[config.mk]
export PLATFORM = sky130hd
export DESIGN_NAME = button_conditioner
export DESIGN_NICKNAME = d
export VERILOG_FILES = /design/src/rtl/button_pkg.sv /design/src/rtl/button_channel.sv /design/src/rtl/button_conditioner.sv
export SDC_FILE = /design/constraint.sdc
export NUM_CORES = 1
export LEC_CHECK = 0
export ABC_AREA = 1
export BUFFER_PORTS_ARGS = -buffer_cell sky130_fd_sc_hd__buf_4
export CORE_ASPECT_RATIO = 1.2
export CORE_UTILIZATION = 40
export CTS_BUF_LIST = sky130_fd_sc_hd__clkbuf_8
export CTS_CLUSTER_SIZE = 12
export DETAILED_ROUTE_END_ITERATION = 7
export SKIP_CTS_REPAIR_TIMING = 1
export SYNTH_ARGS = -nofsm -noshare
export SYNTH_HDL_FRONTEND = slang
export SYNTH_HIERARCHICAL = 1
export SYNTH_SLANG_ARGS = --single-unit
[constraint.sdc]
create_clock -name clockIn -period 2.7 [get_ports clockIn]
set_input_delay 0.135 -clock clockIn [delete_from_list [all_inputs] [get_ports clockIn]]
set_output_delay 0.135 -clock clockIn [all_outputs]
set_load 0.02 [all_outputs]
[src/rtl/button_pkg.sv]
// Shared types for the push-button conditioner.
// Channel FSM states plus a sizing helper for the per-channel counter.
package button_pkg;

    typedef enum logic [2:0] {
        RELEASED,
        PRESS_DB,
        PRESSED,
        REPEAT,
        RELEASE_DB
    } btn_state_t;

    function automatic int max3(input int a, input int b, input int c);
        int m;
        m = (a > b) ? a : b;
        return (m > c) ? m : c;
    endfunction

endpackage

[src/rtl/button_channel.sv]
// One button: 2-FF synchroniser, debounce/hold FSM, shared counter.
// Input is already polarity-normalised (1 = pressed).
module button_channel
    import button_pkg::*;
#(
    parameter int DEBOUNCE_CYCLES = 500000,
    parameter int HOLD_CYCLES     = 25000000,
    parameter int REPEAT_CYCLES   = 5000000
) (
    input  logic clockIn,
    input  logic resetN,
    input  logic pressedAsync,
    output logic buttonLevel,
    output logic pressPulse,
    output logic releasePulse,
    output logic repeatPulse
);

    localparam int CW =
        $clog2(max3(DEBOUNCE_CYCLES, HOLD_CYCLES, REPEAT_CYCLES) + 1);
    localparam bit REP_EN = (REPEAT_CYCLES != 0);
    localparam logic [CW-1:0] DB_LAST   = CW'(DEBOUNCE_CYCLES - 1);
    localparam logic [CW-1:0] HOLD_LAST = CW'(HOLD_CYCLES - 1);
    localparam logic [CW-1:0] REP_LAST  =
        CW'(REP_EN ? REPEAT_CYCLES - 1 : 0);

    btn_state_t      state;
    btn_state_t      stateNext;
    logic [CW-1:0]   cnt;
    logic [CW-1:0]   cntNext;
    logic [1:0]      sync;
    logic            p;
    logic            levelNext;
    logic            pressNext;
    logic            releaseNext;
    logic            repeatNext;

    assign p = sync[1];

    always_ff @(posedge clockIn or negedge resetN) begin
        if (!resetN) begin
            sync         <= '0;
            state        <= RELEASED;
            cnt          <= '0;
            buttonLevel  <= 1'b0;
            pressPulse   <= 1'b0;
            releasePulse <= 1'b0;
            repeatPulse  <= 1'b0;
        end else begin
            sync         <= {sync[0], pressedAsync};
            state        <= stateNext;
            cnt          <= cntNext;
            buttonLevel  <= levelNext;
            pressPulse   <= pressNext;
            releasePulse <= releaseNext;
            repeatPulse  <= repeatNext;
        end
    end

    // Counter only advances below its compare value, so it never wraps.
    always_comb begin
        stateNext = state;
        cntNext   = cnt;
        unique case (state)
            RELEASED: begin
                if (p) begin
                    stateNext = PRESS_DB;
                    cntNext   = '0;
                end
            end
            PRESS_DB: begin
                if (!p) begin
                    stateNext = RELEASED;
                    cntNext   = '0;
                end else if (cnt == DB_LAST) begin
                    stateNext = PRESSED;
                    cntNext   = '0;
                end else begin
                    cntNext = cnt + CW'(1);
                end
            end
            PRESSED: begin
                if (!p) begin
                    stateNext = RELEASE_DB;
                    cntNext   = '0;
                end else if (REP_EN) begin
                    if (cnt == HOLD_LAST) begin
                        stateNext = REPEAT;
                        cntNext   = '0;
                    end else begin
                        cntNext = cnt + CW'(1);
                    end
                end
            end
            REPEAT: begin
                if (!p) begin
                    stateNext = RELEASE_DB;
                    cntNext   = '0;
                end else if (cnt == REP_LAST) begin
                    cntNext = '0;
                end else begin
                    cntNext = cnt + CW'(1);
                end
            end
            RELEASE_DB: begin
                if (p) begin
                    stateNext = PRESSED;
                    cntNext   = '0;
                end else if (cnt == DB_LAST) begin
                    stateNext = RELEASED;
                    cntNext   = '0;
                end else begin
                    cntNext = cnt + CW'(1);
                end
            end
            default: begin
                stateNext = RELEASED;
                cntNext   = '0;
            end
        endcase
    end

    always_comb begin
        pressNext   = (state == PRESS_DB) && p && (cnt == DB_LAST);
        releaseNext = (state == RELEASE_DB) && !p && (cnt == DB_LAST);
        repeatNext  = p && (((state == PRESSED) && REP_EN && (cnt == HOLD_LAST))
                         || ((state == REPEAT) && (cnt == REP_LAST)));
        levelNext   = (stateNext == PRESSED) || (stateNext == REPEAT)
                   || (stateNext == RELEASE_DB);
    end

endmodule

[src/rtl/button_conditioner.sv]
// Push-button front end: polarity normalisation and per-channel wiring.
// Each channel is synchronised, debounced and strobed independently.
module button_conditioner
    import button_pkg::*;
#(
    parameter int NUM_BUTTONS     = 2,
    parameter int ACTIVE_LOW      = 1,
    parameter int DEBOUNCE_CYCLES = 500000,
    parameter int HOLD_CYCLES     = 25000000,
    parameter int REPEAT_CYCLES   = 5000000
) (
    input  logic                   clockIn,
    input  logic                   resetN,
    input  logic [NUM_BUTTONS-1:0] buttonsRaw,
    output logic [NUM_BUTTONS-1:0] buttonLevel,
    output logic [NUM_BUTTONS-1:0] pressPulse,
    output logic [NUM_BUTTONS-1:0] releasePulse,
    output logic [NUM_BUTTONS-1:0] repeatPulse
);

    localparam logic POL = (ACTIVE_LOW != 0);

    logic [NUM_BUTTONS-1:0] pressedRaw;

    assign pressedRaw = buttonsRaw ^ {NUM_BUTTONS{POL}};

    for (genvar i = 0; i < NUM_BUTTONS; i++) begin : g_ch
        button_channel #(
            .DEBOUNCE_CYCLES (DEBOUNCE_CYCLES),
            .HOLD_CYCLES     (HOLD_CYCLES),
            .REPEAT_CYCLES   (REPEAT_CYCLES)
        ) u_ch (
            .clockIn      (clockIn),
            .resetN       (resetN),
            .pressedAsync (pressedRaw[i]),
            .buttonLevel  (buttonLevel[i]),
            .pressPulse   (pressPulse[i]),
            .releasePulse (releasePulse[i]),
            .repeatPulse  (repeatPulse[i])
        );
    end

endmodule

==> impl_metrics.yaml, run 1 <==
clock_network:
  clock_latency_ns: 0.37
  cts.htree.levels: 3
  cts_made_buffers: 9
  tritoncts: "built"
  clkTransAtPathRegs_ns: 0.08
  root_buffer: "clkbuf_8"
  clockBufferDepth: 2
  clock-sinks: 68
grt:
  grt_util_met3_pct: 4.37
  antenna_found_initial: 0
  grt_util_met2_pct: 44.8
  use_met1_pct: 26.9
  grt_pass1_vias: 5509
  gr-total-overflow: 0
  grt_pass1_wl_um: 26200
  grt_max_degree: 69
  busiest_layer: "met2"
  grt_use_total_pct: 24.8
outcome:
  outcome: "finished, final reports clean"
worst_setup_path:
  end_kind: "flip-flop"
  path_class: "reg2reg"
  arrival_ns: 2.41
  critPathMaxFanout: 12
  crit_required_ns: 2.94
  startpoint_type: "flip-flop"
floorplanning:
  core_area_um2: 12800
  die_x_um: 107
  fp-row-count: 45
  start_util_pct: 41.6
  die_h_um: 128
  ios: 12
  die-area_um2: 13800
layout:
  drive_gt1_share_pct: 10.8
  diodes: 0
  nFillCells: 1343
  fin_nets: 842
  syn_to_final_growth_pct: 8.71
detailed_routing:
  first_pass_iters: 5
  route.detailed.wl_per_inst_um: 15.9
  via_count: 5558
  vias_per_cell: 5.53
  drtIter0Drc: 385
  routed_wl_um: 16000
  ant_nets: 0
  remaining_drc_errors: 0
sta:
  min_period_ns: 2.17
  hold_viol: 0
  slew_headroom_pct: 39.3
  rsz0062_at_grt: "false"
  setup_tns_ns: 0
  tightest_slew_ns: 0.910
  setup_viol_count_final: 0
  whs_ns: 0.351
  fin_crit_sh_pct: 80.5
  max_freq_ghz: 0.460
  skew_ns: 0.0139
  final_max_slew_viol_count: 0
place:
  io_buffers: 11
  gp_congestion: 0.953
  dpl.hpwl_um: 12100
yosys:
  async_flop_share_pct: 100
  synth.distinct_cells: 37
  synth.cell_area_um2: 5320
  synth_nets: 828
  synth_area_per_cell_um2: 6.47
  ys_ff_latch: 68
  synth-edff-count: 0
  synth_area_leaders: "dfrtp_1, nand2_1, nor2_1"
  yosysSeqAreaShare_pct: 32.0
  synth_most_common_cell: "nand2_1"
  ys_warn_count: 6
  synthFlopType: "dfrtp_1"
  synthCells: 822
  synth.largest_area_cell: "dfrtp_1"
  yosys-top-cells-count: "nand2_1, nor2_1, inv_1"
  yosysTopAreaCellShare_pct: 32.0
power_and_ir_drop:
  power_density_nw_per_um2: 376
  total_power_mw: 2.17
  p_leak_nw: 2.53
  ir_drop_mv: 0.270
hold_path:
  min-delay-path-class: "reg2reg"
run:
  max_cap_violations: 0
critical path, stage by stage, from the launching register on:
cell and delay [ns]:
dfrtp_1 0.46, ha_1 0.29, nand2_2 0.12, nor2_8 0.16, nand4_1 0.23, nand2_1 0.20, nand4_2 0.16, inv_2 0.32
nor2_1 0.10
metrics by stage:
step	cells	setup slack (ns)	cell area [um^2]	utilization, %
floorplan	822	0.952	5320	-
global placement	986	0.658	5530	43.3
detailed placement	986	0.551	5530	43.3
CTS	1002	0.520	5750	45.0
global route	1005	0.335	5780	45.2
finish	1005	0.526	5780	45.2
per-layer routing:
layer / up-vias / share of wire [%]
li1: 2703 / -
met1: 2625 / 39
met2: 183 / 51
met3: 47 / 4.7
met4: 0 / 4.6
met5: - / 0
state kept, by name, indices dropped and copies added (netlist names):
register and flops:
g_ch.u_ch/sync 4, g_ch.u_ch/cnt 50, g_ch.u_ch/releasePulse 2, g_ch.u_ch/state 6
g_ch.u_ch/buttonLevel 2, g_ch.u_ch/repeatPulse 2, g_ch.u_ch/pressPulse 2
power by group:
part           switching (mW)  total [mW]  internal (mW)  leakage [nW]
registers              0.0164        1.05           1.03         0.936
logic                   0.140       0.172         0.0322          1.48
clock network           0.417       0.954          0.537         0.115
placed cells by master, fill, tap and decap left out, types with 3 or more instances in the layout:
master         count
o21ai_1            3
o2111ai_1          4
o211ai_1           4
xor2_1            14
buf_4             15
dlygate4sd3_1      3
nor2_1           150
nor2_4             7
nand2_2            9
o21ai_0           16
nand2_1          213
clkbuf_8          10
nand4_1           62
nor3_1            19
inv_2             10
dfrtp_1           68
inv_1             97
nand3_1           78
nor2_2            24
path summary, 6_finish.rpt:
path / cells past startpoint / start / end / slack [ns]
hold / removal: 0 / g_ch[0].u_ch/sync[0] / g_ch[0].u_ch/sync[1] / 0.35
min in group asynchronous: 2 / resetN / g_ch[0].u_ch/cnt[17] / 0.43
hold reg to reg: 0 / g_ch[0].u_ch/sync[0] / g_ch[0].u_ch/sync[1] / 0.35
setup reg to reg: 8 / g_ch[0].u_ch/cnt[0] / g_ch[0].u_ch/cnt[19] / 0.53
setup / recovery: 8 / g_ch[0].u_ch/cnt[0] / g_ch[0].u_ch/cnt[19] / 0.53
max in group asynchronous: 2 / resetN / g_ch[1].u_ch/sync[1] / 1.66
cells by family (layout without fill, tap and decap cells):
logic type,after synthesis,count (layout),share of synthesized area (%)
buffers and inverters,120,139,9.35
AO/OA/AOI/OAI,38,38,4.52
AND/OR/NAND/NOR,578,578,51.0
XOR/XNOR,16,16,2.64
flip-flops,68,68,32.0
adder cells (fa/ha/maj),2,2,0.471
area by class of cell:
cell class / count / area [um^2] / share of cell area [%]
multi-input cells: 634 / 3120 / 53.9
inverters: 105 / 394 / 6.82
repair buffers: 18 / 143 / 2.47
clock inverters: 6 / 80.1 / 1.39
clock buffers: 10 / 138 / 2.38
flip-flops and latches: 68 / 1700 / 29.4
well taps: 164 / 205 / 3.55
Note: power is estimated with default switching activity, not from simulation.
==> inputs of run 2 (changes only) <==
clock period = 2 ns   (was 2.7 ns; I/O delays follow)
==> run 2 against run 1 <==
  * Clock power increased by 27%
  * Worst setup slack got worse by 0.48 ns
  * Final cell count increased by 3.5%
  * Utilization increased by 2.3 points
  * Total power increased by 33%
  * Count of clock-buffer cells in the layout increased by 1
  * Sequential share of layout area decreased by 1.4 points
  * Die area unchanged
  * Final area increased by 5.0%
  * First-iteration DRC count decreased by 16%
  * Combinational power increased by 67%
  * Fmax increased by 11%
  * Highest routed layer unchanged
==> impl_metrics.yaml, run 2 (synthesized netlist as in run 1, its figures left out) <==
clock_network:
  root_buffer: "clkbuf_8"
  cts.htree.levels: 3
  clkTransAtPathRegs_ns: 0.08
  clock-sinks: 68
  clock_latency_ns: 0.37
  cts_made_buffers: 9
  clockBufferDepth: 2
  tritoncts: "built"
layout:
  diodes: 0
  finalNonFillerCells: 1040
  design_area_um2: 6070
  nFillCells: 1363
  syn_to_final_growth_pct: 14.2
  top_regs: "g_ch.u_ch/cnt (50), g_ch.u_ch/state (6), g_ch.u_ch/sync (4)"
  fin_nets: 877
  largest_reg_flops: 50
  register_area_um2: 1700
  final_util_pct: 47.5
  multi_input_area_um2: 3140
  drive_gt1_share_pct: 14.7
  final_common_cell: "nand2_1"
  final_cell_mix: "nand2_1, nor2_1, inv_1, nand3_1, dfrtp_1"
  top_register: "g_ch.u_ch/cnt"
detailed_routing:
  route.detailed.wl_per_inst_um: 16.5
  vias_per_cell: 5.50
  remaining_drc_errors: 0
  routed_wl_um: 17100
  via_count: 5716
  first_pass_iters: 7
  ant_nets: 0
  drtIter0Drc: 325
power_and_ir_drop:
  p_leak_nw: 2.71
  ir_drop_mv: 0.310
  power_density_nw_per_um2: 478
  total_power_mw: 2.90
grt:
  grt_util_met3_pct: 4.88
  antenna_found_initial: 0
  grt_util_met2_pct: 48.5
  grt_use_total_pct: 26.1
  busiest_layer: "met2"
  use_met1_pct: 26.9
  grt_pass1_vias: 5664
  grt_pass1_wl_um: 27300
  gr-total-overflow: 0
  grt_max_degree: 40
sta:
  slew_headroom_pct: 67.0
  fin_crit_sh_pct: 97.7
  max_freq_ghz: 0.512
  final_max_slew_viol_count: 0
  hold_viol: 0
  setup_viol_count_final: 0
  setup_tns_ns: 0
  whs_ns: 0.202
  setup_slack_ns: 0.0468
  rsz0062_at_grt: "true"
  min_period_ns: 1.95
  tightest_slew_ns: 0.494
  skew_ns: 0.00718
worst_setup_path:
  cp_common_cell: "nand2_1"
  cpMaxStageDelayCell: "dfrtp_1"
  rr_endpoint: "g_ch[1].u_ch/cnt[17]"
  endpoint: "g_ch[1].u_ch/cnt[17]"
  r2r_start: "g_ch[1].u_ch/cnt[14]"
  end_kind: "flip-flop"
  crit_path_cell_trace: "inv_1 > nand2_1 > nor2_1 > nand2_1 > nor2_1 > nand4_1 > nand2_1 > nand3_1 > nand2_1 > o21ai_0"
  path_class: "reg2reg"
  crit_required_ns: 2.26
  startpoint_type: "flip-flop"
  crit_cells: 10
  rr_worst_depth: 10
  ff2ff_setup_slack_ns: 0.05
  worstSetupStartpoint: "g_ch[1].u_ch/cnt[14]"
  cp_slowest_stage_delay_ns: 0.48
  critPathBufInv: 1
  arrival_ns: 2.21
  critPathTopFamily: "simple AND/OR/NAND/NOR gates"
  critPathMaxFanout: 6
outcome:
  outcome: "finished, final reports clean"
floorplanning:
  die_h_um: 128
  ios: 12
  core_area_um2: 12800
  die_x_um: 107
  fp-row-count: 45
  die-area_um2: 13800
  start_util_pct: 41.6
place:
  dp_slack_ns: 0.0140
  io_buffers: 11
  dpl.hpwl_um: 13300
  dpl_cell_area_um2: 5810
  dp.cells: 1021
  gp_congestion: 0.980
run:
  max_cap_violations: 0
hold_path:
  min-delay-path-class: "in2async"
## run 2: layer usage
metal	wire [um]	share of wire [%]
met5	0	0
met2	8880	52
met1	6610	39
met3	727	4.2
met4	891	5.2
## run 2: power breakdown
part	switching (mW)	internal, mW	leakage [nW]
sequential	0.0158	1.39	0.934
clock	0.571	0.635	0.107
combinational	0.213	0.0742	1.67
## run 2: layout make-up
type	count	share of cell area (%)
multi-input cells	634	51.7
flip-flops and latches	68	28.1
repair buffers	53	6.89
inverters	105	6.66
well taps	164	3.38
clock buffers	11	2.49
clock inverters	5	0.845
## run 2: worst min-delay path by stage
stage                          endpoint  slack [ns]  cells past startpoint
2_1_floorplan  g_ch[0].u_ch/buttonLevel       -0.20                      0
3_3_place_gp       g_ch[0].u_ch/cnt[19]        0.07                      1
3_5_place_dp       g_ch[0].u_ch/cnt[21]        0.07                      1
4_1_cts            g_ch[0].u_ch/cnt[21]       -0.34                      1
5_1_grt            g_ch[0].u_ch/cnt[20]        0.25                      2
6_report            g_ch[0].u_ch/cnt[8]        0.20                      2
